[src/rtl/alu_seq.sv]
// alu_seq: clocked ALU with persistent SC/ZERO/GREATER flags, iterative shifts
// and an optional shift-add multiplier built only when ALU_SEQ_MUL_EN is defined.
module alu_seq #(
  parameter int W   = 8,
  parameter int SHW = $clog2(W) + 1
) (
  input  logic         CLK,
  input  logic         RESET_N,
  input  logic         IN_VALID,
  output logic         IN_READY,
  input  logic [W-1:0] INPUTA,
  input  logic [W-1:0] INPUTB,
  input  logic [3:0]   OP,
  output logic         OUT_VALID,
  input  logic         OUT_READY,
  output logic [W-1:0] OUT,
  output logic [W-1:0] OUT_HI,
  output logic         SC_OUT,
  output logic         ZERO,
  output logic         GREATER
);

  typedef enum logic [1:0] {IDLE, BUSY, DONE} state_t;

  typedef enum logic [3:0] {
    OP_ADD  = 4'd0,
    OP_ADDC = 4'd1,
    OP_SUB  = 4'd2,
    OP_AND  = 4'd3,
    OP_OR   = 4'd4,
    OP_XOR  = 4'd5,
    OP_MOV  = 4'd6,
    OP_LSH  = 4'd7,
    OP_RSH  = 4'd8,
    OP_ASR  = 4'd9,
    OP_COMP = 4'd10,
    OP_MUL  = 4'd11
  } opcode_t;

  localparam logic [W-1:0]   W_VAL = W'(W);
  localparam logic [SHW-1:0] W_CNT = SHW'(W);
  localparam logic [SHW-1:0] ONE   = SHW'(1);

  state_t         state, next_state;
  logic           accept;
  logic           multi;
  logic [SHW-1:0] shift_n;
  logic [SHW-1:0] cnt;
  logic [3:0]     op_r;

  logic [W:0]     sum;
  logic [W-1:0]   res;
  logic           res_sc, res_gt, res_zero;
  logic           set_sc, set_zero, set_gt;

  logic [W-1:0]   sh_r, sh_next;
  logic           sh_bit;
  logic [W-1:0]   fin_lo, fin_hi;
  logic           fin_sc;

  logic [W-1:0]   out_r, out_hi_r;
  logic           sc_r, zero_r, gt_r;

`ifdef ALU_SEQ_MUL_EN
  logic [W-1:0]   mcand_r, prod_hi_r, prod_lo_r;
  logic [W:0]     msum;
  logic [2*W-1:0] prod_next;
`endif

  assign accept  = IN_VALID & IN_READY;
  assign shift_n = (INPUTB >= W_VAL) ? W_CNT : INPUTB[SHW-1:0];

  // Single-cycle decode; multi flags ops that go through BUSY instead.
  always_comb begin
    sum      = '0;
    res      = '0;
    res_sc   = 1'b0;
    res_gt   = 1'b0;
    set_sc   = 1'b0;
    set_zero = 1'b0;
    set_gt   = 1'b0;
    multi    = 1'b0;
    case (OP)
      OP_ADD: begin
        sum      = {1'b0, INPUTA} + {1'b0, INPUTB};
        res      = sum[W-1:0];
        res_sc   = sum[W];
        set_sc   = 1'b1;
        set_zero = 1'b1;
      end
      OP_ADDC: begin
        sum      = {1'b0, INPUTA} + {1'b0, INPUTB} + {{W{1'b0}}, sc_r};
        res      = sum[W-1:0];
        res_sc   = sum[W];
        set_sc   = 1'b1;
        set_zero = 1'b1;
      end
      OP_SUB: begin
        sum      = {1'b0, INPUTA} - {1'b0, INPUTB};
        res      = sum[W-1:0];
        res_sc   = sum[W];
        set_sc   = 1'b1;
        set_zero = 1'b1;
      end
      OP_AND: begin
        res      = INPUTA & INPUTB;
        set_sc   = 1'b1;
        set_zero = 1'b1;
      end
      OP_OR: begin
        res      = INPUTA | INPUTB;
        set_sc   = 1'b1;
        set_zero = 1'b1;
      end
      OP_XOR: begin
        res      = INPUTA ^ INPUTB;
        set_sc   = 1'b1;
        set_zero = 1'b1;
      end
      OP_MOV: begin
        res      = INPUTA;
        set_sc   = 1'b1;
        set_zero = 1'b1;
      end
      OP_LSH, OP_RSH, OP_ASR: begin
        if (shift_n == '0) begin
          res      = INPUTA;
          set_sc   = 1'b1;
          set_zero = 1'b1;
        end else begin
          multi = 1'b1;
        end
      end
      OP_COMP: begin
        res_gt   = $signed(INPUTA) > $signed(INPUTB);
        set_gt   = 1'b1;
        set_zero = 1'b1;
      end
`ifdef ALU_SEQ_MUL_EN
      OP_MUL: multi = 1'b1;
`endif
      default: ;
    endcase
    res_zero = (OP == OP_COMP) ? (INPUTA == INPUTB) : (res == '0);
  end

  always_comb begin
    sh_next = sh_r;
    sh_bit  = 1'b0;
    case (op_r)
      OP_LSH: begin
        sh_next = {sh_r[W-2:0], 1'b0};
        sh_bit  = sh_r[W-1];
      end
      OP_RSH: begin
        sh_next = {1'b0, sh_r[W-1:1]};
        sh_bit  = sh_r[0];
      end
      OP_ASR: begin
        sh_next = {sh_r[W-1], sh_r[W-1:1]};
        sh_bit  = sh_r[0];
      end
      default: ;
    endcase
  end

`ifdef ALU_SEQ_MUL_EN
  // One multiplier bit per cycle; the product shifts down through prod_lo_r.
  always_comb begin
    msum      = {1'b0, prod_hi_r} + (prod_lo_r[0] ? {1'b0, mcand_r} : '0);
    prod_next = {msum, prod_lo_r[W-1:1]};
  end
`endif

  always_comb begin
    fin_lo = sh_next;
    fin_hi = '0;
    fin_sc = sh_bit;
`ifdef ALU_SEQ_MUL_EN
    if (op_r == OP_MUL) begin
      fin_lo = prod_next[W-1:0];
      fin_hi = prod_next[2*W-1:W];
      fin_sc = |prod_next[2*W-1:W];
    end
`endif
  end

  always_ff @(posedge CLK or negedge RESET_N) begin
    if (!RESET_N) begin
      state <= IDLE;
    end else begin
      state <= next_state;
    end
  end

  always_comb begin
    next_state = state;
    case (state)
      IDLE: if (accept) next_state = multi ? BUSY : DONE;
      BUSY: if (cnt == ONE) next_state = DONE;
      DONE: begin
        if (accept)         next_state = multi ? BUSY : DONE;
        else if (OUT_READY) next_state = IDLE;
      end
      default: next_state = IDLE;
    endcase
  end

  always_comb begin
    IN_READY  = (state == IDLE) | ((state == DONE) & OUT_READY);
    OUT_VALID = (state == DONE);
  end

  // Flags and results only change when entering DONE, so a reset in BUSY
  // leaves nothing half-committed.
  always_ff @(posedge CLK or negedge RESET_N) begin
    if (!RESET_N) begin
      op_r      <= '0;
      cnt       <= '0;
      sh_r      <= '0;
      out_r     <= '0;
      out_hi_r  <= '0;
      sc_r      <= 1'b0;
      zero_r    <= 1'b0;
      gt_r      <= 1'b0;
`ifdef ALU_SEQ_MUL_EN
      mcand_r   <= '0;
      prod_hi_r <= '0;
      prod_lo_r <= '0;
`endif
    end else if (accept) begin
      op_r <= OP;
      sh_r <= INPUTA;
`ifdef ALU_SEQ_MUL_EN
      mcand_r   <= INPUTA;
      prod_hi_r <= '0;
      prod_lo_r <= INPUTB;
      cnt       <= (OP == OP_MUL) ? W_CNT : shift_n;
`else
      cnt       <= shift_n;
`endif
      if (!multi) begin
        out_r    <= res;
        out_hi_r <= '0;
        if (set_sc)   sc_r   <= res_sc;
        if (set_zero) zero_r <= res_zero;
        if (set_gt)   gt_r   <= res_gt;
      end
    end else if (state == BUSY) begin
      cnt  <= cnt - ONE;
      sh_r <= sh_next;
`ifdef ALU_SEQ_MUL_EN
      {prod_hi_r, prod_lo_r} <= prod_next;
`endif
      if (cnt == ONE) begin
        out_r    <= fin_lo;
        out_hi_r <= fin_hi;
        sc_r     <= fin_sc;
        zero_r   <= (fin_lo == '0);
      end
    end
  end

  assign OUT     = out_r;
  assign OUT_HI  = out_hi_r;
  assign SC_OUT  = sc_r;
  assign ZERO    = zero_r;
  assign GREATER = gt_r;

endmodule
[config.mk]
export PLATFORM = sky130hd
export DESIGN_NAME = alu_seq
export DESIGN_NICKNAME = d
export VERILOG_FILES = /design/src/rtl/alu_seq.sv
export SDC_FILE = /design/constraint.sdc
export NUM_CORES = 1
export LEC_CHECK = 0
export CAP_MARGIN = 20
export CORE_ASPECT_RATIO = 1.25
export CORE_MARGIN = 2
export CORE_UTILIZATION = 52
export CTS_BUF_LIST = sky130_fd_sc_hd__clkbuf_4
export DETAILED_ROUTE_END_ITERATION = 6
export PLACE_DENSITY = 0.81
export SYNTH_ARGS = -nofsm -noshare
export SYNTH_HDL_FRONTEND = slang
export SYNTH_SLANG_ARGS = --single-unit
[constraint.sdc]
create_clock -name CLK -period 2 [get_ports CLK]
set_clock_uncertainty 0.1 [all_clocks]
set_input_delay 0.4 -clock CLK [delete_from_list [all_inputs] [get_ports CLK]]
set_output_delay 0.4 -clock CLK [all_outputs]
set_load 0.01 [all_outputs]
==> run_results.csv <==
group,metric,value,unit
status,status,"complete, but fails checks",
status,failed_checks,"negative setup slack",
worst_setup_path,cp_max_fo,3,
synth,synth_top_area_share,0.225,
synth,ys_warn_count,0,
synth,synth_area,3230,µm²
drt,ant_nets,0,
synth,synth_edf_count,0,
synth,synthTopCellsByArea,"dfrtp_1, ha_1, nand2_1",
synth,muxShareOfSynthArea,0.0198,
timing,setup_violations,11,
floorplanning,dieArea,6850,µm²
synth,synth-seq-area-share,0.225,
synth,async_flop_share,1.00,
worst_hold_path,min-delay-path-class,"primary input to flip-flop",
synth,synth-seq-cells,29,
synth,synthTopCellsByCount,"nand2_1, a21oi_1, nor2_1, dfrtp_1, ha_1",
synth,synthDistinctLibCells,69,
grt,met2_usage,0.697,
power,clockPowerShare,0.103,
worst_setup_path,worst-path-buf-inv,1,
power,p_int,1.98,mW
timing,hold_viol,0,
drt,drc,0,
worst_setup_path,slowest_stage,"fa_2",
timing,rsz0062_at_grt,"yes",
run,maxCapViolCount,0,
timing,fmax,366,MHz
power,power_density,621,nW/µm²
synth,synth_compound_area_frac,0.266,
grt,use_met3,0.0593,
cts,numCtsBuffers,5,
synth,syn_avg_cell_area,7.83,µm²
floorplanning,core,6090,µm²
cts,clk_latency,0.34,ns
timing,fin_ws,-0.733,ns
grt,grt_overflow,0,
drt,via_per_inst,6.52,
final_layout,syn2layout_area_growth,69.7,%
power,switchingPower,1.42,mW
synth,synthSimpleGateAreaFrac,0.239,
worst_setup_path,reg2reg_slack,-0.40,ns
placement,place_hpwl,9580,µm
final_layout,drive_above_1_share,0.471,
drt,avgRoutedWirePerCell,22.4,µm
worst_hold_path,worstHoldPathCells,3,
power,pwr-share-seq,0.268,
worst_setup_path,reg2reg_to,"ZERO",
synth,synthCells,412,
grt,grt_max_degree,30,
timing,min_period_over_period,1.37,
power,share_comb_of_total_power,0.630,
worst_setup_path,cp_top_family,"compound AO/OA/AOI/OAI gates",
cts,cts_root_buf,"clkbuf_4",
synth,yosysMostFrequentCell,"nand2_1",
worst_setup_path,end_kind,"flip-flop",
floorplanning,boundaryPins,45,
drt,drt_iter0_markers,427,
timing,slew_violations,0,
worst_setup_path,ff2ff_path_depth,8,
timing,tightestPinTransition,0.635,ns
synth,synth_top_area_cell,"dfrtp_1",
worst_setup_path,rr_startpoint,"SC_OUT",
drt,vias,4404,
placement,io_buffers,36,
cts,htreeDepth,2,
synth,synth_xor_area_frac,0.0489,
grt,grt_pass1_wl,21100,µm
cts,clk_pin_slew,0.09,ns
worst_setup_path,worstPathCellList,"buf_8 -> ha_4 -> fa_2 -> a211o_1 -> and3_4 -> nor4_4 -> nand4_1 -> xnor2_2 -> a21oi_2 -> a211o_1 -> a21oi_2",
worst_setup_path,critPathLaunchType,"primary input",
worst_hold_path,whs_endpoint,"cnt[0]",
grt,grt.met1_usage,0.445,
synth,synth_fa_ha_area_frac,0.121,
cts,tritoncts,"yes",
worst_hold_path,min-delay-start,"INPUTB[0]",
drt,first_pass_iters,5,
placement,place_ws,-1.36,ns
synth,synth_top_family_by_area,"compound AO/OA/AOI/OAI gates",
worst_setup_path,worst_ep_arrival_time,2.91,ns
final_layout,nets,644,
power,p_leak,2.44,nW
worst_setup_path,critPathRequiredTime,2.18,ns
synth,ys.flop_type,"dfrtp_1",
cts,clkSinkCount,29,
power,ir_drop,356,µV
worst_setup_path,path_class,"primary input to flip-flop",
floorplanning,chipHeight,92.1,µm
grt,grt_pass1_vias,4220,
cts,clk_path_buf_depth,2,
timing,tns,-5.97,ns
placement,gp_congestion,0.988,
floorplanning,initial_core_util,0.530,
drt,wl,15100,µm
grt,grt_use_total,0.405,
final_layout,diodes,0,
floorplanning,die_w,74.4,µm
worst_setup_path,slowest_delay,0.42,ns
grt,busiest_layer,"met2",
grt,antenna_found_initial,0,
power,switching_share,0.418,
timing,min_period,2.73,ns
timing,slew_headroom,0.571,
floorplanning,rows,32,
## cell families after synthesis
logic type	Yosys count
DFF	29
buffers and inverters	56
AOI/OAI and AO/OA	123
muxes	6
and+or+nand+nor	149
xor gates and xnor gates	18
other	1
adders and majority gates	30
## final cells by class
cell class	instances	area [µm²]
clock inverters	1	3.75
fillers	289	613
multi-input cells	334	2860
well taps	85	106
flip-flops and latches	29	726
inverters	24	100
repair buffers	196	1630
clock buffers	6	45.0
## placed cells by master (no fill, tap or decap), types with 4 or more instances in the layout
master	n
inv_2	11
nor3_2	4
a21oi_1	23
a21o_1	4
xnor2_1	8
clkdlybuf4s15_1	4
nand3_1	7
ha_1	13
xor2_1	5
buf_6	22
a211o_1	4
clkdlybuf4s50_1	15
conb_1	8
nand2_1	39
nand4_1	6
a22oi_1	9
o21ai_0	16
nor3b_1	5
nand2_2	7
nor2_1	29
o21ai_2	4
nor3_1	8
a221o_1	8
dlygate4sd2_1	11
clkbuf_4	6
inv_1	11
buf_4	139
nor2b_1	8
dfrtp_1	29
ha_4	14
a21oi_2	9
## sequential cells by signal (all words and copies together), names as in the netlist
signal / flops
SC_OUT: 1
cnt: 4
GREATER: 1
state: 2
OUT: 8
sh_r: 8
ZERO: 1
op_r: 4
## metal layers
metal / share of wire / vias to the layer above
li1: - / 1840
met1: 0.33 / 2070
met2: 0.48 / 352
met3: 0.087 / 142
met4: 0.10 / 0
met5: 0 / -
## timing repair
action                                  4_1_cts  5_1_grt
endpoints found under the setup margin       13       13
gates resized for setup                     106       59
hold buffers                                  0        0
pin swaps                                    42       34
setup buffers                                16       11
## worst min-delay path, cell delays in order
cell and delay (ns):
buf_8 0.08, nand2_1 0.04, o21ai_0 0.07
## power by group through the flow
stage | Clock, mW | Combinational (mW) | Sequential [mW]
2_1_floorplan | 0 | 0.850 | 0.917
3_3_place_gp | 0 | 1.67 | 0.896
3_5_place_dp | 0 | 1.71 | 0.910
4_1_cts | 0.344 | 1.88 | 0.898
5_1_grt | 0.381 | 2.25 | 0.923
6_report | 0.349 | 2.14 | 0.911
## how the worst max path moves through the flow
stage	from	end	slack, ns	cells past startpoint
floorplan	INPUTA[0]	ZERO	-0.73	10
global placement	INPUTB[0]	OUT[5]	-1.27	12
detailed placement	INPUTB[0]	ZERO	-1.36	14
CTS	INPUTB[0]	OUT[7]	-0.66	11
global route	INPUTB[0]	OUT[7]	-0.83	11
finish	INPUTB[0]	OUT[7]	-0.73	11
## through the flow
stage,power [mW],hold slack (ns),util,cell area (µm²),cells
after global placement,2.56,0.374,0.773,4710,645
after floorplan,1.77,0.00441,-,3400,419
final,3.40,0.182,0.899,5470,675
after global routing,3.56,0.189,0.899,5470,675
after CTS,3.13,0.187,0.856,5210,668
after detailed placement,2.62,0.394,0.773,4710,645
Power figures use the tool's default switching activity.
